$ cat src/rtl/fetch_ctrl_pkg.sv
// Shared encodings and constants for the fetch controller.
package fetch_ctrl_pkg;

   typedef logic [31:0] word_t;

   typedef enum logic [1:0] {
      FC_FETCH = 2'd0,
      FC_WAIT  = 2'd1,
      FC_DROP  = 2'd2,
      FC_HOLD  = 2'd3
   } fc_state_e;

   localparam word_t INST_NOP    = 32'h0000_0013;
   localparam word_t FC_RESET_PC = 32'h0000_0000;

endpackage

$ cat src/rtl/fetch_ctrl_if.sv
// Instruction-memory request/response channel: req/ready accept, then one rvalid per accepted request.
interface fetch_ctrl_if;
   import fetch_ctrl_pkg::*;

   logic  imem_req;
   word_t imem_addr;
   logic  imem_ready;
   logic  imem_rvalid;
   word_t imem_rdata;

   modport master (
      output imem_req,
      output imem_addr,
      input  imem_ready,
      input  imem_rvalid,
      input  imem_rdata
   );

   modport slave (
      input  imem_req,
      input  imem_addr,
      output imem_ready,
      output imem_rvalid,
      output imem_rdata
   );

endinterface

$ cat src/rtl/fetch_ctrl.sv
// PC sequencer / fetch controller: one outstanding imem request, >=3 cycles per instruction.
// Decode stall holds the presented instruction; redirects squash in-flight or held fetches.
module fetch_ctrl
   import fetch_ctrl_pkg::*;
#(
   parameter word_t RESET_PC = FC_RESET_PC
) (
   input  logic                clk,
   input  logic                rst_n,
   input  logic                redirect_valid,
   input  word_t               redirect_pc,
   input  logic                stall,
   fetch_ctrl_if.master        imem,
   output logic                if_valid,
   output word_t               if_pc,
   output word_t               if_inst,
   output word_t               if_pc4
);

   fc_state_e state_q, state_d;
   word_t     addr_q, addr_d;
   word_t     nxt_pc_q, nxt_pc_d;
   logic      drop_q, drop_d;
   logic      if_valid_q, if_valid_d;
   word_t     if_pc_q, if_pc_d;
   word_t     if_inst_q, if_inst_d;
   word_t     target;

   // Every entry into FETCH picks the redirect target if one is present this cycle.
   assign target = redirect_valid ? redirect_pc : nxt_pc_q;

   always_comb begin
      state_d    = state_q;
      addr_d     = addr_q;
      nxt_pc_d   = nxt_pc_q;
      drop_d     = drop_q;
      if_valid_d = if_valid_q;
      if_pc_d    = if_pc_q;
      if_inst_d  = if_inst_q;

      unique case (state_q)
         FC_FETCH: begin
            if (imem.imem_ready) begin
               state_d = (drop_q || redirect_valid) ? FC_DROP : FC_WAIT;
               drop_d  = 1'b0;
               if (redirect_valid) nxt_pc_d = redirect_pc;
            end else if (redirect_valid) begin
               // Address must stay put until accepted; remember to discard its response.
               nxt_pc_d = redirect_pc;
               drop_d   = 1'b1;
            end
         end
         FC_WAIT: begin
            if (imem.imem_rvalid && !redirect_valid) begin
               if_inst_d  = imem.imem_rdata;
               if_pc_d    = addr_q;
               if_valid_d = 1'b1;
               nxt_pc_d   = addr_q + 32'd4;
               state_d    = FC_HOLD;
            end else if (imem.imem_rvalid) begin
               state_d = FC_FETCH;
               addr_d  = target;
            end else if (redirect_valid) begin
               nxt_pc_d = redirect_pc;
               state_d  = FC_DROP;
            end
         end
         FC_DROP: begin
            if (redirect_valid) nxt_pc_d = redirect_pc;
            if (imem.imem_rvalid) begin
               state_d = FC_FETCH;
               addr_d  = target;
            end
         end
         FC_HOLD: begin
            if (redirect_valid || !stall) begin
               if_valid_d = 1'b0;
               state_d    = FC_FETCH;
               addr_d     = target;
            end
         end
         default: state_d = FC_FETCH;
      endcase
   end

   always_ff @(posedge clk) begin
      if (!rst_n) begin
         state_q    <= FC_FETCH;
         addr_q     <= RESET_PC;
         nxt_pc_q   <= RESET_PC;
         drop_q     <= 1'b0;
         if_valid_q <= 1'b0;
         if_pc_q    <= 32'h0000_0000;
         if_inst_q  <= INST_NOP;
      end else begin
         state_q    <= state_d;
         addr_q     <= addr_d;
         nxt_pc_q   <= nxt_pc_d;
         drop_q     <= drop_d;
         if_valid_q <= if_valid_d;
         if_pc_q    <= if_pc_d;
         if_inst_q  <= if_inst_d;
      end
   end

   assign imem.imem_req  = rst_n && (state_q == FC_FETCH);
   assign imem.imem_addr = addr_q;
   assign if_valid       = if_valid_q;
   assign if_pc          = if_pc_q;
   assign if_inst        = if_inst_q;
   assign if_pc4         = if_pc_q + 32'd4;

endmodule

$ cat src/flat_wrapper.sv
// flat-port wrapper written by rule: the top's interface ports become plain ports
module fetch_ctrl_flat import fetch_ctrl_pkg::*;
#(
   parameter word_t RESET_PC = FC_RESET_PC
)
  (clk, rst_n, redirect_valid, redirect_pc, stall, if_valid, if_pc, if_inst, if_pc4, imem_imem_req, imem_imem_addr, imem_imem_ready, imem_imem_rvalid, imem_imem_rdata);
  fetch_ctrl_if imem_i ();
  input  logic clk;
  input  logic rst_n;
  input  logic redirect_valid;
  input  word_t redirect_pc;
  input  logic stall;
  output logic if_valid;
  output word_t if_pc;
  output word_t if_inst;
  output word_t if_pc4;
  output wire logic [$bits(imem_i.imem_req)-1:0] imem_imem_req;
  output wire logic [$bits(imem_i.imem_addr)-1:0] imem_imem_addr;
  input wire logic [$bits(imem_i.imem_ready)-1:0] imem_imem_ready;
  input wire logic [$bits(imem_i.imem_rvalid)-1:0] imem_imem_rvalid;
  input wire logic [$bits(imem_i.imem_rdata)-1:0] imem_imem_rdata;
  assign imem_imem_req = imem_i.imem_req;
  assign imem_imem_addr = imem_i.imem_addr;
  assign imem_i.imem_ready = imem_imem_ready;
  assign imem_i.imem_rvalid = imem_imem_rvalid;
  assign imem_i.imem_rdata = imem_imem_rdata;
  fetch_ctrl #(.RESET_PC(RESET_PC)) u_core (.clk(clk), .rst_n(rst_n), .redirect_valid(redirect_valid), .redirect_pc(redirect_pc), .stall(stall), .imem(imem_i), .if_valid(if_valid), .if_pc(if_pc), .if_inst(if_inst), .if_pc4(if_pc4));
endmodule
$ cat config.mk
export PLATFORM = sky130hd
export DESIGN_NAME = fetch_ctrl_flat
export DESIGN_NICKNAME = d
export VERILOG_FILES = /design/src/rtl/fetch_ctrl_pkg.sv /design/src/rtl/fetch_ctrl_if.sv /design/src/rtl/fetch_ctrl.sv /design/src/flat_wrapper.sv
export SDC_FILE = /design/constraint.sdc
export NUM_CORES = 1
export LEC_CHECK = 0
export ABC_AREA = 1
export CORE_AREA = 2 2 122 124
export CTS_CLUSTER_SIZE = 10
export DETAILED_ROUTE_END_ITERATION = 7
export DIE_AREA = 0 0 124 126
export PLACE_DENSITY_LB_ADDON = 0.12
export SYNTH_ARGS = -nofsm -noshare
export SYNTH_HDL_FRONTEND = slang
export SYNTH_SLANG_ARGS = --single-unit
$ cat constraint.sdc
create_clock -name clk -period 2.4 [get_ports clk]
set_input_delay 0.72 -clock clk [delete_from_list [all_inputs] [get_ports clk]]
set_output_delay 0.72 -clock clk [all_outputs]
set_load 0.05 [all_outputs]
=== After elaboration in Yosys (flattened, before gate mapping) ===
Index checks and enable logic that the tools add are counted.

* Word-level logic and storage cells: 58
* Input port bits: 70
* Bits in latches: 0
* Output and inout port bits: 130
* Bits in registers: 132
* RAM bits: 0
* Memories kept: 0
* Memory bits (read-only): 0

* Magnitude comparators: 0
* Shift operators: 0
* Mux-type cells: 21
* $add $sub $neg: 2
* $mul: 0
* Reduce and logical (&&, ||, !) cells: 18
* Bitwise logic cells: 0
* Divide/modulo/power cells: 0
* Equality and inequality tests: 10

{| class="wikitable"
|+ Operators by type and width
! operator !! number
|-
| $mux W32 || 6
|-
| $pmux W32 S3 || 1
|-
| $add A32 B3 Y32 const B || 2
|-
| $pmux W32 S2 || 1
|-
| $mux W2 || 7
|-
| $pmux W2 S4 || 1
|-
| $ne A2 B2 Y1 const B || 3
|-
| $reduce_and A2 Y1 || 3
|-
| $reduce_and A3 Y1 || 2
|-
| $reduce_bool A2 Y1 || 3
|-
| $eq A2 B2 Y1 const B || 2
|-
| $mux W1 || 4
|-
| $ne A2 B1 Y1 const B || 2
|-
| $ne A4 B3 Y1 const B || 1
|-
| $reduce_and A4 Y1 || 1
|-
| $ne A3 B2 Y1 const B || 1
|-
| $reduce_bool A3 Y1 || 1
|-
| $eq A2 B1 Y1 const B || 1
|-
| $logic_and A1 B1 Y1 || 2
|-
| $logic_not A1 Y1 || 2
|-
| $logic_not A2 Y1 || 1
|-
| $logic_or A1 B1 Y1 || 2
|-
| $pmux W1 S2 || 1
|-
| $reduce_or A2 Y1 || 1
|}

=== Depth between registers and ports, before layout ===
Gate-level depths: netlist of run 1.

* Depth after elaboration: 4
* Depth in mapped cells: 10
* Gate-level depth less buffers: 10

=== Least setup slack after synthesis of run 1 ===
OpenSTA, ideal clock, no wires.

* Path type: register to output
* Start point: reg u_core.if_pc_q[3] (netlist: u_core.if_pc[3])
* End point: out if_pc4[26]
* Data required time: 1.680 ns
* Path buffers: 0
* Setup slack: -0.839 ns
* Arrival: 2.519 ns
* Stages on the path, launching flop included: 9
* Path through: dfxtp_1 > ha_1 > nand3_2 > nor2_4 > nand3_4 > nor2_4 > nand3_4 > nor2_4 > xor2_1

* Cells in the longest elaborated chain, start to end: 1

{| class="wikitable"
|+ RTL lines
! element !! RTL line !! text
|-
| start: declaration || fetch_ctrl.sv:25 || <nowiki>word_t if_pc_q, if_pc_d;</nowiki>
|-
| start signal: assignment || fetch_ctrl.sv:101 || <nowiki>if_pc_q <= if_pc_d;</nowiki>
|-
| $add A32 B3 Y32 || fetch_ctrl.sv:111 || <nowiki>assign if_pc4 = if_pc_q + 32'd4;</nowiki>
|-
| end: declaration || flat_wrapper.sv:16 || <nowiki>output word_t if_pc4;</nowiki>
|}

Every way passes these cells.

=== Worst setup path after layout of run 1 ===
* Start point: reg u_core.if_pc_q[22] (netlist: u_core.if_pc[22])
* End point: out if_pc4[24]

Same word-level chain as after synthesis.

==> summary.txt, run 1 <==
Clock network
  • Total clock sinks: 132
  • Clock Latency Late Sink: 0.42 ns
  • Worst-path clk slew: 0.06 ns
  • Cts bufs inserted: 17
  • Root Driver: clkbuf_16
  • CTS tree: built
  • CTS H-Tree Depth: 4
  • CTS max path bufs: 2

Global routing
  • Met1 Track Usage GR: 37.61%
  • Met2 Use GR: 49.39%
  • Global-route met3 utilization: 6.431%
  • First-pass GRT wire length: 36.20 mm
  • Number of global-route vias before repair: 7159
  • GRT busiest layer: met2
  • Initial antenna violation count: 0
  • GRT Total Usage: 29.40%
  • Grt total ovfl: 0
  • Largest net degree at the start of global routing: 123

Floorplan
  • # rows: 44
  • Overall die height: 126 µm
  • Initial Util: 46.97%
  • Ports: 200
  • Core area: 14310 µm²
  • Die footprint: 15620 µm²
  • Die W: 124 µm

Route
  • Remaining DRCs: 0
  • 1st-pass router iterations: 5
  • WL/cell: 17.03 µm
  • 1st-iter DRT viols: 594
  • Total wire length: 24.26 mm
  • Vias/cell: 5.361
  • Routed Antenna Nets: 0
  • Via count: 7640

STA
  • Least-Margin Pin Slew: 0.5577 ns
  • Setup ws final: -0.4355 ns
  • Final-report setup violation count: 24
  • Setup skew after layout: 0.008607 ns
  • Fmax: 352.7 MHz
  • RSZ-0062 raised after global routing: yes
  • Endpoints failing hold: 0
  • Hold slack final: 0.4584 ns
  • Slew headroom: 62.71%
  • Tmin final: 2.836 ns
  • Period Utilization, post-route: 118.1%
  • Final Max Slew Viols: 0

Pwr
  • Max IR drop VDD: 0.8850 mV
  • Power per Cell Area: 933.4 nW/µm²
  • Leak Pwr: 4.582 nW
  • Power, Total: 10.27 mW

Finish
  • Final nets: 1300
  • # diodes: 0
  • Share of cells above drive strength 1: 24.34%
  • Final instance area: 11010 µm²
  • Final core occ: 76.91%
  • Layout area overhead: 63.75%
  • # fillers: 1004

Placement
  • Number of port buffers: 199
  • Placed Area: 9741 µm²
  • Gpl congestion: 0.8902
  • DP Wirelength: 15.63 mm

Worst setup path
  • Worst r2r path cells: 8
  • Worst-path fanout max: 5
  • CP endpoint: if_pc4[24]
  • R2R Setup Slk: 0.64 ns
  • Capturing point of the worst reg2reg path: u_core.nxt_pc_q[18]
  • Critical Path AT: 2.12 ns
  • CP required: 1.68 ns
  • Startpoint class of the critical path: flip-flop
  • Setup crit end kind: output pin
  • Worst setup path start: u_core.if_pc[22]
  • Critical path class: reg -> out
  • Worst r2r src: u_core.imem.imem_addr[3]

Worst hold path
  • HP Class: reg -> reg

Synth
  • Avg Synthesized Cell Area: 6.777 µm²
  • Synth top area share: 39.31%
  • Synth warn: 0
  • Register area share after synthesis: 39.31%
  • Prevailing post-synth register cell: dfxtp_1
  • Yosys reg bits: 132
  • Synthesized area: 6723 µm²
  • EDFF count, synth: 0
  • FFs w/ async S/R, synth: 0%
  • Count leader, synth: nand2_1
  • Synthesized Nets: 1064
  • Most common library cells after synthesis: nand2_1, dfxtp_1, a21oi_1
  • Leading area contributor after synthesis: dfxtp_1
  • Yosys cell types: 37
  • Leading post-synthesis cells by cell area: dfxtp_1, nand2_1, a21oi_1
  • Mapped Cells: 992

Job
  • Max Cap Violations: 0

Status
  • Status: finished with violations
  • Failing checks: setup timing
==> sequential cells by signal, summed over array words and instances, names as in the netlist <==
register and flops:
u_core.if_valid 1, u_core.if_pc 32, u_core.nxt_pc_q 32, u_core.if_inst 32
u_core.state_q 2, u_core.drop_q 1, u_core.imem.imem_addr 32
==> routing by layer <==
metal	share of wire (%)	up-vias	routed length (µm)
met5	0	-	0
met4	2.2	0	533
met3	6.9	50	1678
met2	50	309	12180
met1	41	3553	9869
li1	-	3728	-
==> what timing repair did <==
action                                  in CTS  in global routing
gates resized for setup                     91                 45
setup buffers                               18                  8
hold endpoints to repair                     0                  0
cloned                                       0                  0
hold buffers                                 0                  0
endpoints found under the setup margin      39                 28
pin swaps                                   32                 16
==> cell type report <==
cell class,instances,area (µm²),share of cell area [%]
multi-input cells,725,4258,38.68
repair buffers,271,2864,26.02
flip-flops and latches,132,2731,24.81
clock buffers,21,460.4,4.183
inverters,81,314.1,2.853
well taps,184,230.2,2.091
clock inverters,11,150.1,1.364
==> cell families after synthesis <==
logic type,count (synthesis),synth area share (%)
AO/OA/AOI/OAI,283,21.63
XOR/XNOR,29,3.778
adder cells (fa/ha/maj),2,0.3722
buffers and inverters,135,8.338
flip-flops,132,39.31
multiplexers,1,0.1489
AND/OR/NAND/NOR,410,26.43
==> worst min-delay path by stage <==
| stage | from | to | depth (start not counted) |
|---|---|---|---|
| 2_1_floorplan | u_core.nxt_pc_q[2] | u_core.nxt_pc_q[2] | 2 |
| 6_report | u_core.nxt_pc_q[20] | u_core.nxt_pc_q[20] | 2 |
| 5_1_grt | u_core.nxt_pc_q[25] | u_core.nxt_pc_q[25] | 2 |
| 4_1_cts | u_core.nxt_pc_q[20] | u_core.nxt_pc_q[20] | 2 |
| 3_5_place_dp | u_core.nxt_pc_q[2] | u_core.nxt_pc_q[2] | 2 |
| 3_3_place_gp | u_core.nxt_pc_q[2] | u_core.nxt_pc_q[2] | 2 |
==> stage by stage <==
stage / worst slack, ns / setup TNS [ns] / instances
after floorplan: -0.1661 / -0.8810 / 992
after global placement: 0.02673 / 0 / 1369
after detailed placement: 0.008048 / 0 / 1369
after CTS: -0.3949 / -5.196 / 1419
after global routing: -0.5109 / -7.833 / 1425
final: -0.4355 / -6.293 / 1425
==> power breakdown <==
part           internal [mW]  switching [mW]  total, mW
Combinational           1.50            2.83       4.33
Sequential              2.68           0.558       3.24
Clock                   1.70            1.01       2.70
Total                   5.88            4.40       10.3
==> layout by cell type, fill, tap and decap left out, drive strengths merged, types with 2 or more instances in the layout <==
cell type        n
xnor2            7
nand3           51
buf            133
nand4            5
or2             12
clkdlybuf4s50  117
o21ai          146
ha               2
dfxtp          132
nor4             2
inv             83
nor2           122
nand2          201
clkinv           4
and2             2
dlymetal6s2s     5
a211oi           2
clkbuf          21
o211ai           3
bufinv           3
a21oi          129
dlygate4sd2     16
xor2            22
nor3            14
clkinvlp         2
==> worst max-delay path, stage by stage (launching register included) <==
cell     delay, ns
dfxtp_2       0.38
nand2_1       0.15
nor4_2        0.42
nand4_1       0.27
xnor2_2       0.30
buf_12        0.18
Note: power is estimated with default switching activity, not from simulation.
==> run 2: changes to the inputs <==
--- a/config.mk
+++ b/config.mk
@@ -6,7 +6,9 @@
 export NUM_CORES = 1
 export LEC_CHECK = 0
 export ABC_AREA = 1
+export ABC_CLOCK_PERIOD_IN_PS = 2400
 export CORE_AREA = 2 2 122 124
+export CTS_CLUSTER_DIAMETER = 150
 export CTS_CLUSTER_SIZE = 10
 export DETAILED_ROUTE_END_ITERATION = 7
 export DIE_AREA = 0 0 124 126
==> results of run 2 <==
No change in the layout: final DEF, timing and power equal those of run 1.
